## src/rtl/uart_defs.sv

```systemverilog
// Purpose: shared UART definitions (FSM encoding, frame constants, default divider) for the TX and RX sides.
// Latency: n/a (types and constants only).
// Backpressure: n/a.
package uart_defs;

    // Line state machine shared by transmit and receive paths.
    typedef enum logic [1:0] {
        ST_IDLE  = 2'd0,
        ST_START = 2'd1,
        ST_DATA  = 2'd2,
        ST_STOP  = 2'd3
    } uart_state_t;

    // 50 MHz system clock / 9600 baud.
    localparam int BPS_DIV_DEFAULT = 5208;

    // Baud counter is wide enough for any divider up to 65535.
    localparam int BAUD_W = 16;

    // 8N1 framing.
    localparam int DATA_BITS  = 8;
    localparam int STOP_BITS  = 1;
    localparam int FRAME_BITS = 1 + DATA_BITS + STOP_BITS;

    // Index of the last data bit, sized for a 3-bit bit counter.
    localparam logic [2:0] DATA_BIT_LAST = 3'(DATA_BITS - 1);

endpackage

```

## src/rtl/uart_sync_fifo.sv

```systemverilog
// Purpose: single-clock FIFO with registered full/empty flags and show-ahead read data.
// Latency: a write is visible at rd_dat (and clears empty) on the edge after it is accepted.
// Backpressure: writes while full are dropped; pops while empty are ignored.
//
// Ports:
//   clk, rst          - clock, asynchronous active-high reset
//   wr_vld, wr_dat    - write strobe and data; accepted when full is low
//   rd_rdy            - consumer takes the head entry this edge (ignored when empty)
//   rd_dat            - head entry, valid whenever empty is low
//   full, empty       - registered occupancy flags
module uart_sync_fifo #(
    parameter int WIDTH = 8,
    parameter int AW    = 4
) (
    input  logic             clk,
    input  logic             rst,
    input  logic             wr_vld,
    input  logic [WIDTH-1:0] wr_dat,
    input  logic             rd_rdy,
    output logic [WIDTH-1:0] rd_dat,
    output logic             full,
    output logic             empty
);

    localparam int         DEPTH     = 1 << AW;
    localparam logic [AW:0] DEPTH_CNT = (AW + 1)'(DEPTH);
    localparam logic [AW:0] CNT_ONE   = (AW + 1)'(1);
    localparam logic [AW-1:0] PTR_ONE = AW'(1);

    logic [WIDTH-1:0] mem [DEPTH];
    logic [AW:0]      count;
    logic [AW:0]      count_nxt;
    logic [AW-1:0]    wr_ptr;
    logic [AW-1:0]    rd_ptr;
    logic             push;
    logic             pop;

    // Both qualifiers use the registered flags, so a pop on the same edge
    // never opens a slot for a write that the full flag already refused.
    assign push = wr_vld && !full;
    assign pop  = rd_rdy && !empty;

    always_comb begin
        count_nxt = count;
        if (push && !pop) begin
            count_nxt = count + CNT_ONE;
        end else if (pop && !push) begin
            count_nxt = count - CNT_ONE;
        end
    end

    always_ff @(posedge clk or posedge rst) begin
        if (rst) begin
            count  <= '0;
            wr_ptr <= '0;
            rd_ptr <= '0;
            full   <= 1'b0;
            empty  <= 1'b1;
        end else begin
            count <= count_nxt;
            full  <= (count_nxt == DEPTH_CNT);
            empty <= (count_nxt == '0);
            if (push) begin
                wr_ptr <= wr_ptr + PTR_ONE;
            end
            if (pop) begin
                rd_ptr <= rd_ptr + PTR_ONE;
            end
        end
    end

    // Storage holds no control state, so it is left out of reset.
    always_ff @(posedge clk) begin
        if (push) begin
            mem[wr_ptr] <= wr_dat;
        end
    end

    assign rd_dat = mem[rd_ptr];

endmodule

```

## src/rtl/uart_fifo_tx.sv

```systemverilog
// Purpose: byte-wide FIFO feeding an 8N1 UART transmitter.
// Latency: write into an empty FIFO with the line idle drives the start bit two edges later.
// Backpressure: Full_Sig high means the next write is dropped; frames run back-to-back while bytes are queued.
//
// Ports:
//   CLK, RST         - system clock, asynchronous active-high reset
//   Write_Req_Sig    - one-cycle write strobe for FIFO_Write_Data
//   FIFO_Write_Data  - byte to transmit
//   Full_Sig         - FIFO full (registered)
//   Empty_Sig        - FIFO empty (registered)
//   Busy_Sig         - frame on the line (registered, aligned with TX_Pin_Out)
//   TX_Pin_Out       - serial output, idle high (registered)
module uart_fifo_tx
    import uart_defs::*;
#(
    parameter int BPS_DIV = BPS_DIV_DEFAULT,
    parameter int FIFO_AW = 4
) (
    input  logic       CLK,
    input  logic       RST,
    input  logic       Write_Req_Sig,
    input  logic [7:0] FIFO_Write_Data,
    output logic       Full_Sig,
    output logic       Empty_Sig,
    output logic       Busy_Sig,
    output logic       TX_Pin_Out
);

    localparam logic [BAUD_W-1:0] BAUD_LAST = BAUD_W'(BPS_DIV - 1);
    localparam logic [BAUD_W-1:0] BAUD_ONE  = BAUD_W'(1);
    localparam logic [2:0]        BIT_ONE   = 3'd1;

    uart_state_t       state;
    logic [BAUD_W-1:0] baud_cnt;
    logic [2:0]        bit_idx;
    logic [7:0]        shift_dat;
    logic [7:0]        head_dat;
    logic              bit_end;
    logic              pop_rdy;

    assign bit_end = (baud_cnt == BAUD_LAST);

    // The FSM wants a new byte whenever it is idle or finishing a stop bit;
    // the FIFO only honours this when it is not empty, matching the FSM's
    // own Empty_Sig test below.
    assign pop_rdy = (state == ST_IDLE) || ((state == ST_STOP) && bit_end);

    uart_sync_fifo #(
        .WIDTH (8),
        .AW    (FIFO_AW)
    ) u_fifo (
        .clk    (CLK),
        .rst    (RST),
        .wr_vld (Write_Req_Sig),
        .wr_dat (FIFO_Write_Data),
        .rd_rdy (pop_rdy),
        .rd_dat (head_dat),
        .full   (Full_Sig),
        .empty  (Empty_Sig)
    );

    // TX_Pin_Out and Busy_Sig are registered from the current state, so the
    // line lags the state by one clock; each bit still lasts exactly BPS_DIV
    // clocks and Busy_Sig covers exactly the frame as seen on the pin.
    always_ff @(posedge CLK or posedge RST) begin
        if (RST) begin
            state      <= ST_IDLE;
            baud_cnt   <= '0;
            bit_idx    <= '0;
            shift_dat  <= '0;
            TX_Pin_Out <= 1'b1;
            Busy_Sig   <= 1'b0;
        end else begin
            Busy_Sig <= (state != ST_IDLE);
            case (state)
                ST_IDLE: begin
                    TX_Pin_Out <= 1'b1;
                    if (!Empty_Sig) begin
                        shift_dat <= head_dat;
                        baud_cnt  <= '0;
                        state     <= ST_START;
                    end
                end

                ST_START: begin
                    TX_Pin_Out <= 1'b0;
                    if (bit_end) begin
                        baud_cnt <= '0;
                        bit_idx  <= '0;
                        state    <= ST_DATA;
                    end else begin
                        baud_cnt <= baud_cnt + BAUD_ONE;
                    end
                end

                ST_DATA: begin
                    TX_Pin_Out <= shift_dat[0];
                    if (bit_end) begin
                        baud_cnt  <= '0;
                        shift_dat <= shift_dat >> 1;
                        if (bit_idx == DATA_BIT_LAST) begin
                            state <= ST_STOP;
                        end else begin
                            bit_idx <= bit_idx + BIT_ONE;
                        end
                    end else begin
                        baud_cnt <= baud_cnt + BAUD_ONE;
                    end
                end

                ST_STOP: begin
                    TX_Pin_Out <= 1'b1;
                    if (bit_end) begin
                        baud_cnt <= '0;
                        // Chain straight into the next start bit when a byte
                        // is waiting, leaving no idle gap between frames.
                        if (!Empty_Sig) begin
                            shift_dat <= head_dat;
                            state     <= ST_START;
                        end else begin
                            state <= ST_IDLE;
                        end
                    end else begin
                        baud_cnt <= baud_cnt + BAUD_ONE;
                    end
                end

                default: begin
                    TX_Pin_Out <= 1'b1;
                    state      <= ST_IDLE;
                end
            endcase
        end
    end

endmodule

```

## config.mk

```make
export PLATFORM = sky130hd
export DESIGN_NAME = uart_fifo_tx
export DESIGN_NICKNAME = d
export VERILOG_FILES = /design/src/rtl/uart_defs.sv /design/src/rtl/uart_sync_fifo.sv /design/src/rtl/uart_fifo_tx.sv
export SDC_FILE = /design/constraint.sdc
export NUM_CORES = 1
export LEC_CHECK = 0
export CAP_MARGIN = 20
export CORE_MARGIN = 2
export CORE_UTILIZATION = 30
export CTS_BUF_LIST = sky130_fd_sc_hd__clkbuf_8
export DETAILED_ROUTE_END_ITERATION = 16
export HOLD_SLACK_MARGIN = 0.06
export SKIP_LAST_GASP = 1
export SLEW_MARGIN = 15
export SYNTH_ARGS = -nofsm -noshare
export SYNTH_HDL_FRONTEND = slang
export SYNTH_SLANG_ARGS = --single-unit
```

## constraint.sdc

```tcl
create_clock -name CLK -period 5.28 [get_ports CLK]
set_clock_uncertainty 0.1 [all_clocks]
set_input_delay 1.056 -clock CLK [delete_from_list [all_inputs] [get_ports CLK]]
set_output_delay 1.056 -clock CLK [all_outputs]
set_load 0.005 [all_outputs]
```

==> summary.txt <==
status -> completed
global route overflow -> 0
final hold viol count -> 0
Cell Area, Synth -> 7460 um2
Yosys warning total -> 0
initial drt markers -> 419
TritonCTS clock tree -> done
post-cts hold buffer count -> 0
Slew Viols, Final -> 0
Max Fclk -> 345 MHz
area leader, netlist -> edfxtp_1
Post-Syn Area per Cell -> 16.1 um2
synth unique cells -> 49
worst slew pin tran -> 0.924 ns
min-delay worst type -> flip-flop to flip-flop
CTS Buffer Depth -> 2
Routed WL -> 14.8 mm
initial antenna violation count -> 1
Placed Instances -> 787
vias in the first global route -> 4192
crit end category -> flip-flop
die area -> 26100 um2
I/O Pins -> 15
worst skew pair latency -> 0.46 ns
Min Clock Period, post-route -> 2.90 ns
CP arrival -> 2.88 ns
crit path max fanout -> 14
Core Region -> 24400 um2
WS Path Type -> primary input to flip-flop
nets@finish -> 511
DP Wirelength -> 9.78 mm
Register Area -> 5000 um2
post-route setup TNS -> 0 ns
Die Y -> 162 um
Max-cap violations -> 0
Post-CTS Setup Bufs -> 0
total CTS buffers -> 17
Synth top area share -> 51.5%
CP Launch Type -> primary input
post-route ant nets -> 0
Layout area overhead -> 13.2%
count leader, synth -> edfxtp_1
Final Wtd Congestion -> 0.810
reg2reg setup slack -> 2.47 ns
share of cells above drive strength 1 -> 19.5%
clk slew on worst S/H paths -> 0.10 ns
area of the multi-input gates -> 2350 um2
slew margin rel. -> 38.0%
period utilization -> 54.9%
Synth Instances -> 464
Post-synth EDFFs -> 128
total track usage -> 11.9%
via count -> 3981
global-route wire length before repair -> 23.6 mm
VDD IR-drop max -> 170 uV
H-Tree Depth -> 4
RSZ-0062 raised after global routing -> no
leakage -> 2.87 nW
DR DRC count -> 0
pin count of the biggest net entering global routing -> 47
CTS resizes -> 0
Initial Utilization -> 30.6%
non-filler instance count after layout -> 822
root buf cell -> clkbuf_8
Rows -> 57
CTS sink cnt -> 174
setup violators final -> 0
Yosys reg bits -> 174
Pwr Density -> 364 nW/um2
die width -> 162 um
CP Data Required Time -> 5.26 ns
I/O Buffers -> 14
# fillers -> 2325
synthesized net count -> 491
ys async rst share -> 26.4%
Post-synth top cells -> edfxtp_1 (128), dfrtp_1 (44), mux4_2 (40)
drt first pass iters -> 4
routed wire length per instance -> 18.0 um
Main synth FF type -> edfxtp_1
DR vias/cell -> 4.84
Seq/Total Area, Yosys -> 67.0%
top post-synthesis cells by area -> edfxtp_1 (52%), dfrtp_1 (15%), mux4_2 (12%)
-- where the power goes --
| group | internal (mW) | switching [mW] | total [mW] |
|---|---|---|---|
| logic | 0.152 | 0.222 | 0.374 |
| clock network | 0.417 | 0.580 | 0.997 |
| registers | 1.61 | 0.0849 | 1.70 |
-- logic make-up (layout without fill, tap and decap cells) --
family / Yosys count / count (layout) / synth area share, %
flops: 174 / 174 / 67.0
other cells: 0 / 1 / 0
compound gates: 62 / 62 / 5.33
mux: 51 / 51 / 13.6
buf+inv: 31 / 64 / 1.63
fa+ha+maj: 18 / 18 / 2.95
simple gates: 113 / 113 / 7.65
xor+xnor: 15 / 15 / 1.86
-- layout make-up --
| class | instances | area share (%) |
|---|---|---|
| antenna | 1 | 0.0296 |
| clock buffer | 17 | 2.77 |
| clock inverter | 15 | 2.50 |
| inverter | 12 | 0.533 |
| multi-input combinational | 259 | 27.9 |
| sequential | 174 | 59.2 |
| tap | 324 | 4.80 |
| timing repair buffer | 20 | 2.31 |
-- worst max-delay path: stages --
cell	delay [ns]
clkdlybuf4s50_1	0.52
nor2b_1	0.16
buf_4	0.22
nand2_1	0.17
nor3_1	0.74
-- path summary, 6_finish.rpt --
| check | startpoint | endpoint | cells after the start |
|---|---|---|---|
| setup / recovery | Write_Req_Sig | u_fifo.mem[2][5] | 5 |
| hold / removal | u_fifo.count[4] | u_fifo.count[4] | 1 |
| setup reg to reg | u_fifo.rd_ptr[0] | shift_dat[1] | 5 |
| hold reg to reg | u_fifo.count[4] | u_fifo.count[4] | 1 |
| max in group asynchronous | RST | TX_Pin_Out | 3 |
| min in group asynchronous | RST | baud_cnt[10] | 2 |
-- cell usage in the layout, fill, tap and decap left out, types with 2 or more instances in the layout --
cell / synthesis / final
or3_1: 2 / 2
maj3_1: 2 / 2
and2_1: 3 / 3
nor3_2: 0 / 2
mux2_2: 3 / 3
o21ai_0: 30 / 30
nand2_1: 38 / 38
clkbuf_8: 0 / 17
clkdlybuf4s50_1: 0 / 14
nand4b_1: 2 / 2
dfrtp_1: 44 / 43
buf_4: 0 / 4
a22o_1: 8 / 8
and3_1: 5 / 5
dfstp_2: 2 / 2
nor3_1: 11 / 9
inv_6: 0 / 2
inv_1: 12 / 11
a21oi_1: 12 / 12
ha_1: 16 / 16
clkinv_8: 0 / 5
mux2i_1: 8 / 8
xnor2_1: 10 / 10
nand2b_1: 3 / 3
xor2_1: 4 / 4
nor2b_1: 2 / 2
nand3_1: 5 / 5
inv_8: 0 / 3
nand4_1: 6 / 6
nor2_1: 28 / 28
inv_12: 0 / 2
mux4_2: 40 / 40
edfxtp_1: 128 / 128
-- state kept, by name, indices dropped and copies added, names as in the netlist --
| name | flops |
|---|---|
| baud_cnt | 16 |
| u_fifo.count | 5 |
| shift_dat | 8 |
| bit_idx | 3 |
| u_fifo.rd_ptr | 4 |
| u_fifo.full | 1 |
| Busy_Sig | 1 |
| TX_Pin_Out | 1 |
| u_fifo.wr_ptr | 4 |
| u_fifo.mem | 128 |
| u_fifo.empty | 1 |
| state | 2 |
-- routing by layer --
layer / wire, um / vias up / GRT usage, %
li1: - / 1828 / -
met1: 6700 / 2043 / 16.3
met2: 7170 / 102 / 18.5
met3: 777 / 8 / 3.04
met4: 109 / 0 / 3.78
met5: 0 / - / 0
-- stage by stage --
stage / cell area [um2] / utilization (%) / setup slack [ns] / power [mW] / hold WS [ns]
after floorplan: 7460 / - / 2.39 / 1.96 / 0.374
after global placement: 7960 / 32.6 / 1.77 / 2.08 / 0.391
after detailed placement: 7960 / 32.6 / 1.73 / 2.10 / 0.400
after CTS: 8410 / 34.5 / 2.22 / 3.09 / 0.415
after global routing: 8440 / 34.6 / 2.23 / 3.21 / 0.440
final: 8440 / 34.6 / 2.38 / 3.07 / 0.410
Power figures use the tool's default switching activity.
